**src/rtl/mem_pkg.sv**
```systemverilog
// Shared definitions for the memory-access stage: control-word layout,
// access sizes, exception causes and FSM states.
package mem_pkg;

  localparam int CW_WIDTH    = 35;
  localparam int MEM_RD_BIT  = 10;
  localparam int MEM_WR_BIT  = 11;
  localparam int MEM_SIZE_LO = 12;
  localparam int MEM_SIZE_HI = 13;
  localparam int MEM_UNS_BIT = 14;

  typedef enum logic [1:0] {
    SIZE_BYTE     = 2'd0,
    SIZE_HALF     = 2'd1,
    SIZE_WORD     = 2'd2,
    SIZE_WORD_ALT = 2'd3
  } mem_size_e;

  typedef enum logic [1:0] {
    EXC_LOAD_MISALIGN  = 2'd0,
    EXC_STORE_MISALIGN = 2'd1,
    EXC_BUS            = 2'd2,
    EXC_ILLEGAL        = 2'd3
  } exc_cause_e;

  typedef enum logic [1:0] {
    IDLE = 2'd0,
    REQ  = 2'd1,
    WAIT = 2'd2
  } state_e;

  function automatic logic [3:0] byte_enable(input mem_size_e size, input logic [1:0] off);
    case (size)
      SIZE_BYTE: return 4'b0001 << off;
      SIZE_HALF: return 4'b0011 << off;
      default:   return 4'b1111;
    endcase
  endfunction

  // Replicate narrow store data so every byte lane carries it.
  function automatic logic [31:0] store_lanes(input mem_size_e size, input logic [31:0] data);
    case (size)
      SIZE_BYTE: return {4{data[7:0]}};
      SIZE_HALF: return {2{data[15:0]}};
      default:   return data;
    endcase
  endfunction

endpackage

```
**src/rtl/dmem_if.sv**
```systemverilog
// Data-memory request/grant/response bus between the MEM stage and memory.
interface dmem_if;
  logic        req;
  logic        we;
  logic [31:0] addr;
  logic [3:0]  be;
  logic [31:0] wdata;
  logic        gnt;
  logic        rvalid;
  logic [31:0] rdata;
  logic        err;

  modport master (output req, we, addr, be, wdata, input gnt, rvalid, rdata, err);
  modport slave  (input req, we, addr, be, wdata, output gnt, rvalid, rdata, err);
endinterface

```
**src/rtl/mem_load_align.sv**
```systemverilog
// Selects the addressed lane of a load response and sign/zero extends it.
module mem_load_align
  import mem_pkg::*;
(
  input  logic [31:0] rdata,
  input  logic [1:0]  offset,
  input  mem_size_e   size,
  input  logic        uns,
  output logic [31:0] data
);

  logic [7:0]  lane_b;
  logic [15:0] lane_h;

  always_comb begin
    lane_b = rdata[7:0];
    case (offset)
      2'd1:    lane_b = rdata[15:8];
      2'd2:    lane_b = rdata[23:16];
      2'd3:    lane_b = rdata[31:24];
      default: lane_b = rdata[7:0];
    endcase
    lane_h = offset[1] ? rdata[31:16] : rdata[15:0];
    case (size)
      SIZE_BYTE: data = {{24{~uns & lane_b[7]}}, lane_b};
      SIZE_HALF: data = {{16{~uns & lane_h[15]}}, lane_h};
      default:   data = rdata;
    endcase
  end

endmodule

```
**src/rtl/mem_stage.sv**
```systemverilog
// Memory-access stage: issues loads/stores on the data bus, checks alignment,
// enforces a response timeout and presents one registered result per instruction.
module mem_stage
  import mem_pkg::*;
#(
  parameter int TIMEOUT = 255
) (
  input  logic                clk,
  input  logic                rst,
  input  logic                in_valid,
  input  logic [CW_WIDTH-1:0] control_word_in,
  input  logic [31:0]         addr_in,
  input  logic [31:0]         store_data_in,
  input  logic [31:0]         PC_in,
  output logic                stall_out,
  dmem_if.master              dmem,
  output logic                out_valid,
  output logic [CW_WIDTH-1:0] control_word_out,
  output logic [31:0]         PC_out,
  output logic [31:0]         result_out,
  output logic                exc_valid,
  output logic [1:0]          exc_cause,
  output logic [31:0]         exc_addr
);

  localparam int CNT_W = $clog2(TIMEOUT + 1);

  state_e              state, next_state;
  logic [CNT_W-1:0]    cnt;
  logic                orphan;
  logic [CW_WIDTH-1:0] ctrl_q;
  logic [31:0]         addr_q, pc_q;
  logic                req_we;
  logic [31:0]         req_addr, req_wdata;
  logic [3:0]          req_be;

  logic       in_rd, in_wr, in_misalign, capture, timeout_hit;
  mem_size_e  in_size;
  logic [31:0] load_data;

  logic        complete, comp_exc, set_orphan;
  exc_cause_e  comp_cause;
  logic [31:0] comp_result;

  assign in_rd       = control_word_in[MEM_RD_BIT];
  assign in_wr       = control_word_in[MEM_WR_BIT];
  assign in_size     = mem_size_e'(control_word_in[MEM_SIZE_HI:MEM_SIZE_LO]);
  assign in_misalign = ((in_size == SIZE_HALF) && addr_in[0]) ||
                       (in_size[1] && (addr_in[1:0] != 2'b00));
  // A pending orphaned response blocks new captures until it drains.
  assign capture     = (state == IDLE) && !orphan && in_valid;
  assign timeout_hit = (cnt == CNT_W'(TIMEOUT - 1));

  assign stall_out  = (state != IDLE) || orphan;
  assign dmem.req   = (state == REQ);
  assign dmem.we    = req_we;
  assign dmem.addr  = req_addr;
  assign dmem.be    = req_be;
  assign dmem.wdata = req_wdata;

  mem_load_align u_align (
    .rdata  (dmem.rdata),
    .offset (addr_q[1:0]),
    .size   (mem_size_e'(ctrl_q[MEM_SIZE_HI:MEM_SIZE_LO])),
    .uns    (ctrl_q[MEM_UNS_BIT]),
    .data   (load_data)
  );

  always_comb begin
    next_state  = state;
    complete    = 1'b0;
    comp_exc    = 1'b0;
    comp_cause  = EXC_BUS;
    comp_result = 32'b0;
    set_orphan  = 1'b0;
    case (state)
      IDLE: begin
        if (capture) begin
          if (in_rd && in_wr) begin
            complete   = 1'b1;
            comp_exc   = 1'b1;
            comp_cause = EXC_ILLEGAL;
          end else if ((in_rd || in_wr) && in_misalign) begin
            complete   = 1'b1;
            comp_exc   = 1'b1;
            comp_cause = in_wr ? EXC_STORE_MISALIGN : EXC_LOAD_MISALIGN;
          end else if (in_rd || in_wr) begin
            next_state = REQ;
          end else begin
            complete    = 1'b1;
            comp_result = addr_in;
          end
        end
      end
      REQ: begin
        if (dmem.gnt) next_state = WAIT;
        // A grant in the expiring cycle still owes a response, which must be drained.
        if (timeout_hit) begin
          next_state = IDLE;
          complete   = 1'b1;
          comp_exc   = 1'b1;
          set_orphan = dmem.gnt;
        end
      end
      WAIT: begin
        if (dmem.rvalid) begin
          next_state = IDLE;
          complete   = 1'b1;
          if (dmem.err) comp_exc = 1'b1;
          else comp_result = ctrl_q[MEM_RD_BIT] ? load_data : addr_q;
        end else if (timeout_hit) begin
          next_state = IDLE;
          complete   = 1'b1;
          comp_exc   = 1'b1;
          set_orphan = 1'b1;
        end
      end
      default: next_state = IDLE;
    endcase
  end

  always_ff @(posedge clk or negedge rst) begin
    if (!rst) begin
      state  <= IDLE;
      cnt    <= '0;
      orphan <= 1'b0;
    end else begin
      state <= next_state;
      if (capture) cnt <= '0;
      else if (state != IDLE) cnt <= cnt + CNT_W'(1);
      if (set_orphan) orphan <= 1'b1;
      else if (orphan && dmem.rvalid) orphan <= 1'b0;
    end
  end

  always_ff @(posedge clk or negedge rst) begin
    if (!rst) begin
      ctrl_q           <= '0;
      addr_q           <= '0;
      pc_q             <= '0;
      req_we           <= 1'b0;
      req_addr         <= '0;
      req_be           <= '0;
      req_wdata        <= '0;
      out_valid        <= 1'b0;
      control_word_out <= '0;
      PC_out           <= '0;
      result_out       <= '0;
      exc_valid        <= 1'b0;
      exc_cause        <= '0;
      exc_addr         <= '0;
    end else begin
      out_valid <= complete;
      if (capture) begin
        ctrl_q    <= control_word_in;
        addr_q    <= addr_in;
        pc_q      <= PC_in;
        req_we    <= in_wr;
        req_addr  <= {addr_in[31:2], 2'b00};
        req_be    <= byte_enable(in_size, addr_in[1:0]);
        req_wdata <= store_lanes(in_size, store_data_in);
      end
      if (complete) begin
        control_word_out <= (state == IDLE) ? control_word_in : ctrl_q;
        PC_out           <= (state == IDLE) ? PC_in : pc_q;
        result_out       <= comp_result;
        exc_valid        <= comp_exc;
        exc_cause        <= comp_cause;
        exc_addr         <= comp_exc ? ((state == IDLE) ? addr_in : addr_q) : 32'b0;
      end
    end
  end

endmodule

```
**src/flat_wrapper.sv**
```systemverilog
// flat-port wrapper written by rule: the top's interface ports become plain ports
module mem_stage_flat import mem_pkg::*;
#(
  parameter int TIMEOUT = 255
)
  (clk, rst, in_valid, control_word_in, addr_in, store_data_in, PC_in, stall_out, out_valid, control_word_out, PC_out, result_out, exc_valid, exc_cause, exc_addr, dmem_req, dmem_we, dmem_addr, dmem_be, dmem_wdata, dmem_gnt, dmem_rvalid, dmem_rdata, dmem_err);
  dmem_if dmem_i ();
  input  logic clk;
  input  logic rst;
  input  logic in_valid;
  input  logic [CW_WIDTH-1:0] control_word_in;
  input  logic [31:0] addr_in;
  input  logic [31:0] store_data_in;
  input  logic [31:0] PC_in;
  output logic stall_out;
  output logic out_valid;
  output logic [CW_WIDTH-1:0] control_word_out;
  output logic [31:0] PC_out;
  output logic [31:0] result_out;
  output logic exc_valid;
  output logic [1:0] exc_cause;
  output logic [31:0] exc_addr;
  output wire logic [$bits(dmem_i.req)-1:0] dmem_req;
  output wire logic [$bits(dmem_i.we)-1:0] dmem_we;
  output wire logic [$bits(dmem_i.addr)-1:0] dmem_addr;
  output wire logic [$bits(dmem_i.be)-1:0] dmem_be;
  output wire logic [$bits(dmem_i.wdata)-1:0] dmem_wdata;
  input wire logic [$bits(dmem_i.gnt)-1:0] dmem_gnt;
  input wire logic [$bits(dmem_i.rvalid)-1:0] dmem_rvalid;
  input wire logic [$bits(dmem_i.rdata)-1:0] dmem_rdata;
  input wire logic [$bits(dmem_i.err)-1:0] dmem_err;
  assign dmem_req = dmem_i.req;
  assign dmem_we = dmem_i.we;
  assign dmem_addr = dmem_i.addr;
  assign dmem_be = dmem_i.be;
  assign dmem_wdata = dmem_i.wdata;
  assign dmem_i.gnt = dmem_gnt;
  assign dmem_i.rvalid = dmem_rvalid;
  assign dmem_i.rdata = dmem_rdata;
  assign dmem_i.err = dmem_err;
  mem_stage #(.TIMEOUT(TIMEOUT)) u_core (.clk(clk), .rst(rst), .in_valid(in_valid), .control_word_in(control_word_in), .addr_in(addr_in), .store_data_in(store_data_in), .PC_in(PC_in), .stall_out(stall_out), .dmem(dmem_i), .out_valid(out_valid), .control_word_out(control_word_out), .PC_out(PC_out), .result_out(result_out), .exc_valid(exc_valid), .exc_cause(exc_cause), .exc_addr(exc_addr));
endmodule
```
**config.mk**
```make
export PLATFORM = sky130hd
export DESIGN_NAME = mem_stage_flat
export DESIGN_NICKNAME = d
export VERILOG_FILES = /design/src/rtl/mem_pkg.sv /design/src/rtl/dmem_if.sv /design/src/rtl/mem_load_align.sv /design/src/rtl/mem_stage.sv /design/src/flat_wrapper.sv
export SDC_FILE = /design/constraint.sdc
export NUM_CORES = 1
export LEC_CHECK = 0
export ABC_CLOCK_PERIOD_IN_PS = 2100
export CORE_MARGIN = 1
export CORE_UTILIZATION = 45
export DETAILED_ROUTE_END_ITERATION = 10
export PLACE_DENSITY = 0.83
export SYNTH_ARGS = -nofsm -noshare
export SYNTH_HDL_FRONTEND = slang
export SYNTH_HIERARCHICAL = 1
export SYNTH_SLANG_ARGS = --single-unit
```
**constraint.sdc**
```tcl
create_clock -name clk -period 2.1 [get_ports clk]
set_input_delay 0.21 -clock clk [delete_from_list [all_inputs] [get_ports clk]]
set_output_delay 0.21 -clock clk [all_outputs]
set_load 0.05 [all_outputs]
```
Yosys cells after proc, flatten, opt, wreduce, memory -nomap -nowiden
Index checks and enable logic that the tools add are counted.
{"block": "op_classes", "addsub": 1, "n_eq_ne": 14, "shifts": 2, "mux": 51, "bitwise": 3, "n_reduce_logical": 19}
{"operator": "32-bit 2-to-1 mux", "n": 10}
{"operator": "32-bit case mux with 2 select lines", "n": 3}
{"operator": "35-bit 2-to-1 mux", "n": 1}
{"operator": "2-bit 2-to-1 mux", "n": 12}
{"operator": "8-bit case mux with 3 select lines", "n": 1}
{"operator": "1-bit 2-to-1 mux", "n": 16}
{"operator": "16-bit 2-to-1 mux", "n": 1}
{"operator": "8-bit 2-to-1 mux", "n": 2}
{"operator": "8-bit by 1-bit adder with 8-bit output, second input constant", "n": 1}
{"operator": "2-bit by 1-bit equality test with 1-bit output, second input constant", "n": 4}
{"operator": "8-bit equality test, second input constant", "n": 1}
{"operator": "4-bit case mux with 2 select lines", "n": 1}
{"operator": "2-bit nonzero test", "n": 4}
{"operator": "1-bit logical AND", "n": 7}
{"operator": "2-bit equality test, second input constant", "n": 3}
{"operator": "2-bit zero test", "n": 3}
{"operator": "2-bit != test, second input constant", "n": 3}
{"operator": "1-bit case mux with 3 select lines", "n": 2}
{"operator": "2-bit case mux with 3 select lines", "n": 1}
{"operator": "6-bit AND reduction", "n": 1}
{"operator": "1-bit by 2-bit << shifter with 4-bit output, first input constant", "n": 1}
{"operator": "2-bit by 2-bit << shifter with 4-bit output, first input constant", "n": 1}
{"operator": "1-bit logical OR", "n": 3}
{"operator": "3-bit by 1-bit != test with 1-bit output, second input constant", "n": 1}
{"operator": "other kinds (6)", "n": 7}
{"block": "totals", "reg_bits": 312, "input_bits": 169, "out_inout_bits": 206, "word_cells": 107}

Longest topological paths before layout
{"block": "depth", "ltp_word": 9, "ltp_mapped": 11}

Cells and area by module
Netlist, hierarchy kept.
{"module": "mem_stage", "instances": 1, "cells_per_inst": 1292, "area_each_um2": 13316.5}
{"module": "mem_load_align", "instances": 1, "cells_per_inst": 133, "area_each_um2": 983.4}

Worst setup path after synthesis
OpenSTA, ideal clock, no wires.
{"block": "synth_timing", "path_kind": "register -> register", "startpoint": "register u_core.state[1]", "endpoint": "register u_core.control_word_out[28]", "setup_time_ns": 0.127, "t_arrival_ns": 2.306, "required_time_ns": 1.973, "slack_ns": -0.333, "path_stages_with_launch": 10, "n_path_buf": 2, "path_cell_list": "dfrtp_1 > inv_1 > ha_1 > inv_1 > nor3_1 > o31ai_4 > inv_2 > buf_4 > buf_6 > mux2_1"}
{"element": "from (decl)", "line_no": "mem_stage.sv:28", "rtl": "state_e state, next_state;"}
{"element": "from (signal assigned)", "line_no": "mem_stage.sv:128", "rtl": "state <= next_state;"}
{"element": "2-bit by 1-bit equality test with 1-bit output"}
{"element": "net dmem_req", "line_no": "flat_wrapper.sv:23", "rtl": "output wire logic [$bits(dmem_i.req)-1:0] dmem_req;"}
{"element": "1-bit case mux with 3 select lines", "line_no": "mem_stage.sv:76", "rtl": "case (state)"}
{"element": "to (signal assigned)", "line_no": "mem_stage.sv:164", "rtl": "control_word_out <= (state == IDLE) ? control_word_in : ctrl_q;"}
{"element": "to (decl)", "line_no": "mem_stage.sv:18", "rtl": "output logic [CW_WIDTH-1:0] control_word_out,"}
The timed path passes the listed nets, and every way through them passes these cells.
A chain may end at the register's enable or synchronous reset.

Final worst setup path
{"block": "layout_timing", "startpoint": "register u_core.state[1]", "endpoint": "register u_core.control_word_out[0]"}
{"block": "layout_between", "elab_chain_cells": 5}
{"element": "2-bit zero test", "line_no": "mem_stage.sv:51, mem_stage.sv:76, mem_stage.sv:164"}
{"element": "1-bit logical AND (2 in a row)", "line_no": "mem_stage.sv:51", "rtl": "assign capture = (state == IDLE) && !orphan && in_valid;"}
{"element": "1-bit 2-to-1 mux", "line_no": "mem_stage.sv:78", "rtl": "if (capture) begin"}
{"element": "1-bit case mux with 3 select lines", "line_no": "mem_stage.sv:76"}
Several ways; a longest one is shown, not always the timed one.

==> flow_summary_export.csv <==
group,metric,value,unit
worst_setup_path,cp-end-kind,"flip-flop",
pwr,p_comb_share,59.1,%
detailed_routing,wire_per_inst,21.1,um
grt,track_usage,27.6,%
synthesis,netlist_instances,1425,
run,maxCapViolCount,0,
clock_tree,cts_tree,"yes",
detailed_routing,ant_nets,0,
final_layout,area_delta_synth_final,41.1,%
detailed_routing,vias,12400,
pwr,swShare,46.7,%
synthesis,synthMuxAreaShare,20.7,%
floorplan,io_pins,375,
synthesis,yosysSeqAreaShare,49.2,%
sta,fmax,465,MHz
pwr,pwr-share-clk,14.4,%
pwr,peakVddDrop,1320,uV
synthesis,synthFlopType,"dfrtp_1",
worst_setup_path,r2r_cells,9,
synthesis,synth_compound_area_share,8.73,%
worst_setup_path,rrSetupSlack,-0.05,ns
place,dp_slack,-0.297,ns
sta,fin_crit,2.15,ns
place,detailed_place_hpwl,31400,um
synthesis,synth_xor_xnor_area_share,0.306,%
synthesis,netlist_area,0.0143,sq mm
worst_setup_path,rr_startpoint,"u_core/state[1]$_DFFE_PN0P_",
pwr,p_leak,9.12,nW
worst_setup_path,critPathLaunchType,"flip-flop",
synthesis,synth_seq_cells,281,
synthesis,yosys.area_share.simple,14.2,%
grt,use_met1,33.0,%
pwr,p_int,19.5,mW
sta,setup_viol,49,
grt,use_met3,6.31,%
synthesis,postSynth.asyncResetShare,100,%
clock_tree,clk_latency,0.57,ns
worst_setup_path,worstSetupPathType,"flip-flop to flip-flop",
grt,gr-total-overflow,0,
sta,max_slew_margin,33.6,%
outcome,status,"finished, violations left",
detailed_routing,drc,0,
synthesis,synth_area_per_cell,10.0,sq um
grt,busiest_layer,"met2",
final_layout,drive_above_1_share,17.4,%
clock_tree,clock_path_buffers,3,
clock_tree,cts_inserted_buffers,30,
sta,skew,0.0202,ns
sta,fin_ws,-0.0523,ns
place,io_buffers,372,
clock_tree,root_buffer,"clkbuf_16",
sta,period_share,102,%
detailed_routing,wl,46600,um
floorplan,core_area,0.0309,sq mm
grt,grt_max_degree,113,
synthesis,synth_top_family_by_area,"multiplexers",
final_layout,stdcell_count,2211,
sta,hold_viol,0,
sta,rsz0062_at_grt,"yes",
pwr,power_density,1810,mW/mm^2
synthesis,yosys_warnings,6,
synthesis,synth_top_cells_by_count,"nand2_1, dfrtp_1, mux2i_1, mux2_2, nor2_1",
grt,grt_pass1_vias,12700,
detailed_routing,drt_iter0_markers,945,
grt,grt_pass1_wl,71400,um
synthesis,synth_adder_area_share,0.612,%
worst_hold_path,hp-class,"primary input to asynchronous set/reset pin",
sta,finalMaxSlewViolations,0,
clock_tree,cts_sinks,281,
synthesis,yosysTopAreaCell,"dfrtp_1",
detailed_routing,drt-pass1-iter-count,5,
worst_setup_path,crit_required,2.55,ns
synthesis,ys_types,47,
pwr,p_seq_share,26.5,%
synthesis,synth.most_common_cell,"nand2_1",
clock_tree,h-tree-depth,1,
floorplan,die_h,180,um
floorplan,initial_core_util,46.3,%
final_layout,nets,1973,
sta,worst_pin_slew,0.993,ns
worst_setup_path,cp_max_fo,23,
worst_setup_path,cp.arrival,2.60,ns
place,gp_congestion,0.920,
synthesis,synth_edf_count,0,
place,dpl.cell_count,2145,
floorplan,placementRows,64,
detailed_routing,drt-vias-per-instance,5.61,
synthesis,synth_top_area_share,49.2,%
clock_tree,clk_pin_slew,0.06,ns
floorplan,dieArea,0.0325,sq mm
synthesis,synth_area_leaders,"dfrtp_1, nand2_1, mux2i_1",
outcome,violations,"negative setup slack",
worst_setup_path,r2r-end,"u_core/control_word_out[0]$_DFFE_PN0P_",
floorplan,die_w,180,um
grt,antenna_found_initial,1,
grt,grt_use_met2,48.2,%
pwr,p_switching,17.1,mW
sequential cells by signal, summed over array words and instances (netlist names):
name and flops:
u_core/pc_q 32, u_core/PC_out 32, u_core/result_out 32, u_core/dmem.wdata 32, u_core/exc_valid 1, u_core/out_valid 1, u_core/exc_cause 2, u_core/ctrl_q 35
u_core/dmem.be 4, u_core/addr_q 32, u_core/control_word_out 35, u_core/exc_addr 32, u_core/state 2, u_core/orphan 1, u_core/cnt 8
stage by stage:
stage | total power [mW] | hold slack, ns | cell area (sq um) | utilization [%] | TNS (ns)
after global routing | 38.2 | 0.157 | 20200 | 65.3 | -10.11
after global placement | 29.7 | 0.120 | 18700 | 60.6 | -19.50
after detailed placement | 30.3 | 0.120 | 18700 | 60.6 | -22.32
final | 36.5 | 0.139 | 20200 | 65.3 | -1.04
after CTS | 35.9 | 0.132 | 19800 | 64.1 | 0
after floorplan | 23.5 | -0.0856 | 14300 | - | -0.0924
placed cells by master, fill, tap and decap left out, types with 14 or more instances in the layout:
| cell type | n |
|---|---|
| a21oi_1 | 49 |
| a32o_1 | 32 |
| buf_12 | 23 |
| buf_4 | 73 |
| clkbuf_16 | 35 |
| clkdlybuf4s50_1 | 367 |
| dfrtp_1 | 277 |
| inv_1 | 38 |
| mux2_1 | 25 |
| mux2_2 | 102 |
| mux2_4 | 14 |
| mux2i_1 | 119 |
| nand2_1 | 374 |
| nor2_1 | 88 |
| nor2b_1 | 17 |
| o21ai_0 | 34 |
worst max-delay path, stage by stage (launching register included):
cell and delay [ns]:
dfrtp_1 0.39, inv_2 0.08, ha_4 0.18, nand3b_1 0.20, a31oi_4 0.07, o31ai_4 0.33, clkinv_4 0.14, buf_12 0.16
buf_12 0.16, mux2_1 0.32
power by group through the flow:
| stage | sequential (mW) | clock [mW] | combinational [mW] |
|---|---|---|---|
| 2_1_floorplan | 14.4 | 0 | 9.08 |
| 3_3_place_gp | 9.55 | 0 | 20.2 |
| 3_5_place_dp | 9.67 | 0 | 20.6 |
| 4_1_cts | 9.64 | 5.37 | 20.8 |
| 5_1_grt | 9.97 | 5.57 | 22.6 |
| 6_report | 9.68 | 5.28 | 21.6 |
area by class of cell:
type,count,area [sq um]
antenna,1,2.50
multi-input combinational,967,6570
clock buffer,40,858
inverter,41,159
fill,2308,10700
tap,396,495
sequential,281,7040
clock inverter,9,110
timing repair buffer,476,4950
metal layers:
layer	vias to the layer above	routed length, um
li1	5545	-
met1	6144	18000
met2	586	22900
met3	127	3760
met4	0	1960
met5	-	0
kinds of logic after synthesis:
kind of cell	after synthesis
flip-flops	281
buffers and inverters	178
AO/OA/AOI/OAI	176
multiplexers	269
adder cells (fa/ha/maj)	7
XOR/XNOR	5
other	1
AND/OR/NAND/NOR	508
repair_timing:
action | 4_1_cts | 5_1_grt
setup endpoints to repair | 150 | 200
gates resized for setup | 10 | 45
pin swaps | 2 | 5
hold buffers | 1 | 0
cloned | 1 | 5
endpoints found under the hold margin | 281 | 0
buffers inserted | 3 | 6
how the worst max path moves through the flow:
stage                                      from                                endpoint  slack (ns)  cells after the start
finish              u_core/state[1]$_DFFE_PN0P_  u_core/control_word_out[0]$_DFFE_PN0P_       -0.05                      9
global route        u_core/state[1]$_DFFE_PN0P_  u_core/control_word_out[0]$_DFFE_PN0P_       -0.13                      9
CTS                 u_core/state[0]$_DFFE_PN0P_          u_core/exc_addr[8]$_DFFE_PN0P_       0.007                      7
detailed placement          control_word_in[10]       u_core/result_out[21]$_DFFE_PN0P_       -0.30                      9
global placement            control_word_in[11]       u_core/result_out[20]$_DFFE_PN0P_       -0.24                      9
floorplan           u_core/state[0]$_DFFE_PN0P_         u_core/exc_addr[10]$_DFFE_PN0P_      -0.005                      9
Power figures use the tool's default switching activity.
